<file path="src/rtl/if_fetch_pkg.sv">
// Shared constants for the instruction fetch slice: bus widths, FSM encodings,
// instruction-cache geometry and the byte-lane merge helper.
package if_fetch_pkg;

  localparam int InstAddrBus = 32;
  localparam int InstBus     = 32;
  localparam int ByteBus     = 8;

  localparam logic [InstBus-1:0] ZeroWord = '0;

  localparam logic [2:0] B0   = 3'd0;
  localparam logic [2:0] B1   = 3'd1;
  localparam logic [2:0] B2   = 3'd2;
  localparam logic [2:0] B3   = 3'd3;
  localparam logic [2:0] DONE = 3'd4;

  localparam int IcEntries = 16;
  localparam int IcIdxW    = 4;
  localparam int IcTagW    = InstAddrBus - IcIdxW - 2;

  // Byte k of an instruction lives in [31-8k -: 8] (big-endian memory order).
  function automatic logic [InstBus-1:0] put_lane(input logic [InstBus-1:0] w,
                                                  input logic [1:0]         lane,
                                                  input logic [ByteBus-1:0] b);
    logic [InstBus-1:0] r;
    r = w;
    case (lane)
      2'd0:    r[31:24] = b;
      2'd1:    r[23:16] = b;
      2'd2:    r[15:8]  = b;
      default: r[7:0]   = b;
    endcase
    return r;
  endfunction

endpackage

</file>
<file path="src/rtl/if_fetch_if.sv">
// Byte-wide instruction memory bus shared by the fetch unit (master) and the
// memory arbiter (slave).
interface if_fetch_if;
  import if_fetch_pkg::*;

  logic                   mem_rd_o;
  logic [InstAddrBus-1:0] mem_a_o;
  logic                   mem_grant_i;
  logic [ByteBus-1:0]     mem_din_i;

  modport master (output mem_rd_o, output mem_a_o, input mem_grant_i, input mem_din_i);
  modport slave  (input mem_rd_o, input mem_a_o, output mem_grant_i, output mem_din_i);

endinterface

</file>
<file path="src/rtl/if_fetch_icache.sv">
// Direct-mapped 16-entry instruction cache: combinational lookup, synchronous
// write. Only instantiated when IF_ICACHE_EN is defined.
module if_icache
  import if_fetch_pkg::*;
(
  input  logic                   clk,
  input  logic                   rst,
  input  logic [InstAddrBus-1:2] rd_addr,
  output logic                   rd_hit,
  output logic [InstBus-1:0]     rd_data,
  input  logic                   wr_en,
  input  logic [InstAddrBus-1:2] wr_addr,
  input  logic [InstBus-1:0]     wr_data
);

  logic [IcTagW-1:0]    tag_mem  [IcEntries];
  logic [InstBus-1:0]   data_mem [IcEntries];
  logic [IcEntries-1:0] vld;
  logic [IcIdxW-1:0]    rd_idx;
  logic [IcIdxW-1:0]    wr_idx;

  assign rd_idx  = rd_addr[IcIdxW+1:2];
  assign wr_idx  = wr_addr[IcIdxW+1:2];
  assign rd_hit  = vld[rd_idx] && (tag_mem[rd_idx] == rd_addr[InstAddrBus-1:IcIdxW+2]);
  assign rd_data = data_mem[rd_idx];

  // Only the valid bits are reset; tag/data contents are don't-care until valid.
  always_ff @(posedge clk) begin
    if (rst) begin
      vld <= '0;
    end else if (wr_en) begin
      vld[wr_idx] <= 1'b1;
    end
  end

  always_ff @(posedge clk) begin
    if (wr_en) begin
      tag_mem[wr_idx]  <= wr_addr[InstAddrBus-1:IcIdxW+2];
      data_mem[wr_idx] <= wr_data;
    end
  end

endmodule

</file>
<file path="src/rtl/if_fetch.sv">
// Instruction fetch: assembles a 32-bit instruction from four byte reads on a
// granted byte-wide bus. Optional instruction cache under IF_ICACHE_EN.
module if_fetch
  import if_fetch_pkg::*;
(
  input  logic                   clk,
  input  logic                   rst,
  input  logic                   stall_i,
  input  logic                   branch_flag_i,
  input  logic [InstAddrBus-1:0] branch_target_i,
  if_fetch_if.master             mem,
  output logic [InstAddrBus-1:0] if_pc,
  output logic [InstBus-1:0]     if_inst,
  output logic                   if_valid
);

  logic [2:0]             state;
  logic [InstAddrBus-1:0] pc;
  logic                   pend;
  logic [1:0]             pend_lane;
  logic [1:0]             lane;
  logic                   issue;
  logic                   ic_hit;
  logic [InstBus-1:0]     ic_word;
  logic [InstBus-1:0]     cap_word;

  assign lane     = state[1:0];
  assign cap_word = put_lane(if_inst, pend_lane, mem.mem_din_i);

`ifdef IF_ICACHE_EN
  logic ic_we;

  // The entry is filled as the last byte lands, i.e. on entry to DONE after a miss.
  assign ic_we = !rst && !branch_flag_i && (state == DONE) && !if_valid && pend;

  if_icache u_icache (
    .clk     (clk),
    .rst     (rst),
    .rd_addr (pc[InstAddrBus-1:2]),
    .rd_hit  (ic_hit),
    .rd_data (ic_word),
    .wr_en   (ic_we),
    .wr_addr (pc[InstAddrBus-1:2]),
    .wr_data (cap_word)
  );
`else
  assign ic_hit  = 1'b0;
  assign ic_word = ZeroWord;
`endif

  assign issue = !rst && !branch_flag_i && (state != DONE) && mem.mem_grant_i
               && !((state == B0) && ic_hit);

  assign mem.mem_rd_o = issue;
  assign mem.mem_a_o  = issue ? pc + {30'd0, lane} : ZeroWord;

  always_ff @(posedge clk) begin
    if (rst) begin
      state     <= B0;
      pc        <= ZeroWord;
      pend      <= 1'b0;
      pend_lane <= 2'd0;
      if_pc     <= ZeroWord;
      if_inst   <= ZeroWord;
      if_valid  <= 1'b0;
    end else if (branch_flag_i) begin
      pc       <= branch_target_i;
      state    <= B0;
      if_valid <= 1'b0;
      pend     <= 1'b0;
    end else begin
      pend      <= issue;
      pend_lane <= lane;
      if (pend) begin
        if_inst <= cap_word;
      end
      case (state)
        B0: begin
          if (ic_hit) begin
            if_inst  <= ic_word;
            if_pc    <= pc;
            if_valid <= 1'b1;
            state    <= DONE;
          end else if (issue) begin
            state <= B1;
          end
        end
        B1: if (issue) state <= B2;
        B2: if (issue) state <= B3;
        B3: if (issue) state <= DONE;
        DONE: begin
          // First DONE cycle after a miss still collects byte 3; valid follows it.
          if (if_valid) begin
            if (!stall_i) begin
              pc       <= pc + 32'd4;
              state    <= B0;
              if_valid <= 1'b0;
            end
          end else if (pend) begin
            if_valid <= 1'b1;
            if_pc    <= pc;
          end
        end
        default: state <= B0;
      endcase
    end
  end

endmodule

</file>
<file path="src/flat_wrapper.sv">
// flat-port wrapper written by rule: the top's interface ports become plain ports
module if_fetch_flat import if_fetch_pkg::*;
  (clk, rst, stall_i, branch_flag_i, branch_target_i, if_pc, if_inst, if_valid, mem_mem_rd_o, mem_mem_a_o, mem_mem_grant_i, mem_mem_din_i);
  if_fetch_if mem_i ();
  input  logic clk;
  input  logic rst;
  input  logic stall_i;
  input  logic branch_flag_i;
  input  logic [InstAddrBus-1:0] branch_target_i;
  output logic [InstAddrBus-1:0] if_pc;
  output logic [InstBus-1:0] if_inst;
  output logic if_valid;
  output wire logic [$bits(mem_i.mem_rd_o)-1:0] mem_mem_rd_o;
  output wire logic [$bits(mem_i.mem_a_o)-1:0] mem_mem_a_o;
  input wire logic [$bits(mem_i.mem_grant_i)-1:0] mem_mem_grant_i;
  input wire logic [$bits(mem_i.mem_din_i)-1:0] mem_mem_din_i;
  assign mem_mem_rd_o = mem_i.mem_rd_o;
  assign mem_mem_a_o = mem_i.mem_a_o;
  assign mem_i.mem_grant_i = mem_mem_grant_i;
  assign mem_i.mem_din_i = mem_mem_din_i;
  if_fetch u_core (.clk(clk), .rst(rst), .stall_i(stall_i), .branch_flag_i(branch_flag_i), .branch_target_i(branch_target_i), .mem(mem_i), .if_pc(if_pc), .if_inst(if_inst), .if_valid(if_valid));
endmodule
</file>
<file path="config.mk">
export PLATFORM = sky130hd
export DESIGN_NAME = if_fetch_flat
export DESIGN_NICKNAME = d
export VERILOG_FILES = /design/src/rtl/if_fetch_pkg.sv /design/src/rtl/if_fetch_if.sv /design/src/rtl/if_fetch_icache.sv /design/src/rtl/if_fetch.sv /design/src/flat_wrapper.sv
export SDC_FILE = /design/constraint.sdc
export NUM_CORES = 1
export LEC_CHECK = 0
export ABC_CLOCK_PERIOD_IN_PS = 4400
export BUFFER_PORTS_ARGS = -buffer_cell sky130_fd_sc_hd__buf_2
export CORE_ASPECT_RATIO = 1.4
export CORE_UTILIZATION = 53
export CTS_BUF_LIST = sky130_fd_sc_hd__clkbuf_4 sky130_fd_sc_hd__clkbuf_8 sky130_fd_sc_hd__clkbuf_16
export DETAILED_ROUTE_END_ITERATION = 10
export PLACE_DENSITY = 0.91
export SYNTH_ARGS = -nofsm -noshare
export SYNTH_HDL_FRONTEND = slang
export SYNTH_SLANG_ARGS = --single-unit
</file>
<file path="constraint.sdc">
create_clock -name clk -period 4.4 [get_ports clk]
set_input_delay 1.1 -clock clk [delete_from_list [all_inputs] [get_ports clk]]
set_output_delay 1.1 -clock clk [all_outputs]
set_load 0.1 [all_outputs]
</file>
==> impl_metrics.env <==
export IMPL_tritoncts="done"
export IMPL_cpMaxStageDelayCell="or3b_2"
export IMPL_post_route_worst_setup_slack_ns=0.1729
export IMPL_setup_tns_final_ns=0
export IMPL_postRouteAntennaNets=0
export IMPL_cell_area_after_synthesis_mm2=0.005406
export IMPL_path_common_cell="buf_2"
export IMPL_first_pass_iters=6
export IMPL_fin_nets=839
export IMPL_hp_class="flop to flop"
export IMPL_main_combinational_cell_family_by_area_after_synthesis="simple AND/OR/NAND/NOR gates"
export IMPL_cts_buffers_inserted=9
export IMPL_timing_critical_path_required_ns=3.30
export IMPL_synth_edf_count=0
export IMPL_ys_ff_latch=103
export IMPL_report_final_hold_viol_count=0
export IMPL_postCtsResizedCells=0
export IMPL_final_period_utilization_pct=96.07
export IMPL_synth_xor_area_share_pct=3.078
export IMPL_totalPowerFinal_mw=2.092
export IMPL_critical_path_cell_list="buf_2 -> or3b_2 -> nand2b_1 -> clkinvlp_4 -> nand2_1 -> mux2i_2 -> buf_2"
export IMPL_core_area_mm2=0.009899
export IMPL_h_tree_depth=3
export IMPL_cp_arrival_ns=3.13
export IMPL_mappedNetlistNets=732
export IMPL_start_kind="primary input"
export IMPL_fill_cells=791
export IMPL_cellLeakagePower_nw=2.541
export IMPL_post_route_min_period_ns=4.227
export IMPL_first_iteration_detailed_routing_drc_count=701
export IMPL_grt_usage_pct=31.52
export IMPL_final_setup_viol_count=0
export IMPL_clock_sink_count=103
export IMPL_drv_slew=0
export IMPL_grt_start_max_net_pins=104
export IMPL_ys_seq_area_share_pct=38.14
export IMPL_cts_root_buffer_cell="clkbuf_16"
export IMPL_drv_cap=0
export IMPL_timing_critical_path_to_type="primary output"
export IMPL_vias=5750
export IMPL_cpLargestDelayFamily="simple AND/OR/NAND/NOR gates"
export IMPL_timing_fmax_mhz=236.6
export IMPL_postCtsSetupRepairBufs=0
export IMPL_fin_skew_ns=0.008746
export IMPL_route_final_wire_length_um=16330
export IMPL_placement_setup_worst_slack_ns=0.2498
export IMPL_rsz0062_at_grt="no"
export IMPL_synth_yosys_warnings=0
export IMPL_num_antenna_cells=0
export IMPL_insertion_delay_ns=0.35
export IMPL_timing_critical_path_slowest_cell_delay_ns=0.49
export IMPL_syn_area_per_cell_um2=7.916
export IMPL_area_sequential_mm2=0.002062
export IMPL_simple_gate_portion_of_the_synthesized_area_pct=30.57
export IMPL_setup_worst_path_class="primary input to primary output"
export IMPL_post_synth_fa_ha_maj_area_fraction_pct=1.065
export IMPL_gp_routability_congestion=0.9108
export IMPL_vdd_ir_drop_max_mv=0.2601
export IMPL_floorplan_initialDensity_pct=54.61
export IMPL_drive_gt1_share_pct=26.42
export IMPL_fp_row_count=43
export IMPL_worst_slew_pin_transition_ns=1.048
export IMPL_multi_input_gate_area_mm2=0.003017
export IMPL_viasPerCell=6.183
export IMPL_fp_dieArea_mm2=0.01061
export IMPL_clk_pin_slew_ns=0.07
export IMPL_hpwlAfterDp_um=11590
export IMPL_power_density_mw_per_mm2=310.0
export IMPL_die_span_in_y_um=121.5
export IMPL_drc=0
export IMPL_grt_antenna_before_repair=0
export IMPL_synth_main_ff_cell="dfxtp_1"
export IMPL_synth_cell_type_count=60
export IMPL_grt_pass1_wl_um=25940
export IMPL_critPathBufInv=3
export IMPL_muxShareOfSynthArea_pct=3.888
export IMPL_run_status="completed"
export IMPL_slew_headroom_pct=30.14
export IMPL_wire_per_inst_um=17.56
export IMPL_fp_dieW_um=87.36
export IMPL_crit_path_max_fanout=9
export IMPL_clock_tree_buffer_depth=2
export IMPL_ctsHoldBuffers=0
export IMPL_top_level_ports=143
export IMPL_asyncSetResetFlopFracSynth_pct=0
export IMPL_synth_compound_area_share_pct=16.01
export IMPL_numPortBuffers=142
export IMPL_synthCells=683
export IMPL_area_growth_synth_to_final_pct=24.81
export IMPL_first_global_vias=5412
export IMPL_grt_overflow_total=0
-- worst register-to-register path: stages, from the launching register on --
cell	delay, ns
dfxtp_1	0.41
nor3b_2	0.46
nand4_1	0.68
or4_2	0.79
a311oi_1	0.25
-- kinds of logic (layout without fill, tap and decap cells) --
logic type / count (synthesis) / after routing
flip-flops: 103 / 103
multiplexers: 21 / 21
buffers and inverters: 74 / 186
AND/OR/NAND/NOR: 319 / 319
adder cells (fa/ha/maj): 4 / 4
AO/OA/AOI/OAI: 143 / 143
XOR/XNOR: 19 / 19
-- metrics by stage --
stage	hold slack (ns)	utilization [%]	std cells	instance area, um2
6_report	0.4516	68.16	930	6748
3_3_place_gp	0.4384	64.81	914	6416
2_1_floorplan	0.4376	-	683	5469
5_1_grt	0.4720	68.16	930	6748
3_5_place_dp	0.4431	64.81	914	6416
4_1_cts	0.4526	68.16	930	6748
-- where the power goes --
part / total, mW / switching, mW / leakage (nW) / internal (mW)
Sequential: 1.00 / 0.0471 / 0.838 / 0.954
Combinational: 0.206 / 0.137 / 1.55 / 0.0689
Clock: 0.885 / 0.368 / 0.155 / 0.517
-- registers in the layout, summed over array words and instances (netlist names) --
register and count:
u_core.if_pc 32, u_core.if_inst 32, u_core.state 3, u_core.pc 32, u_core.pend 1, u_core.if_valid 1
u_core.pend_lane 2
-- routing by layer --
| metal | wire (um) | share of wire [%] | GRT usage [%] | vias up |
|---|---|---|---|---|
| li1 | - | - | - | 2655 |
| met1 | 6048 | 37 | 37.01 | 2611 |
| met2 | 7832 | 48 | 52.49 | 398 |
| met3 | 1609 | 9.9 | 7.823 | 86 |
| met4 | 841 | 5.1 | 16.50 | 0 |
| met5 | 0 | 0 | 0 | - |
-- layout make-up --
cell class / instances / share of cell area, %
repair buffers: 159 / 16.65
flip-flops and latches: 103 / 30.56
well taps: 135 / 2.503
inverters: 11 / 0.6675
clock buffers: 10 / 3.542
clock inverters: 6 / 1.372
multi-input cells: 506 / 44.71
-- synthesized netlist by cell type (4+ instances only) --
library cell	number	area [um2]
a211oi_1	9	67.56
a21oi_1	72	360.4
a311oi_1	10	87.58
a31oi_1	5	31.28
and2_1	9	56.30
and4_1	6	52.55
buf_1	6	22.52
buf_2	11	55.05
buf_4	4	30.03
clkbuf_1	31	116.4
dfxtp_1	103	2062
inv_1	10	37.54
mux2i_1	21	210.2
nand2_1	125	469.2
nand3_1	11	55.05
nand4_1	18	112.6
nand4b_1	5	43.79
nor2_1	54	202.7
nor3_1	13	65.06
nor3b_1	4	30.03
nor4_1	13	81.33
o211ai_1	6	45.04
o21ai_0	18	90.09
o31ai_1	14	105.1
or3_1	18	112.6
or4_1	16	120.1
xnor2_1	11	96.34
xor2_1	8	70.07
-- path summary, 6_finish.rpt --
| check | to | depth (start not counted) | startpoint | slack, ns |
|---|---|---|---|---|
| hold reg to reg | u_core.if_pc[7]$_SDFFE_PP0P_ | 2 | u_core.if_pc[7]$_SDFFE_PP0P_ | 0.45 |
| hold / removal | u_core.if_pc[7]$_SDFFE_PP0P_ | 2 | u_core.if_pc[7]$_SDFFE_PP0P_ | 0.45 |
| setup reg to reg | u_core.pc[21]$_SDFFE_PP0P_ | 4 | u_core.state[1]$_SDFFE_PP0P_ | 1.71 |
| setup / recovery | mem_mem_a_o[30] | 7 | branch_flag_i | 0.17 |
-- layout by cell type (no fill, tap or decap), types with 13 or more instances in the layout --
master	netlist	final
buf_12	1	19
o31ai_1	14	14
or3_1	18	18
dfxtp_1	103	103
nand4_1	18	18
o21ai_0	18	18
mux2i_1	21	20
a21oi_1	72	62
or4_1	16	16
nor2_1	54	50
buf_4	4	17
buf_2	11	123
nor4_1	13	13
nand2_1	125	124
(Power assumes the default switching activity.)
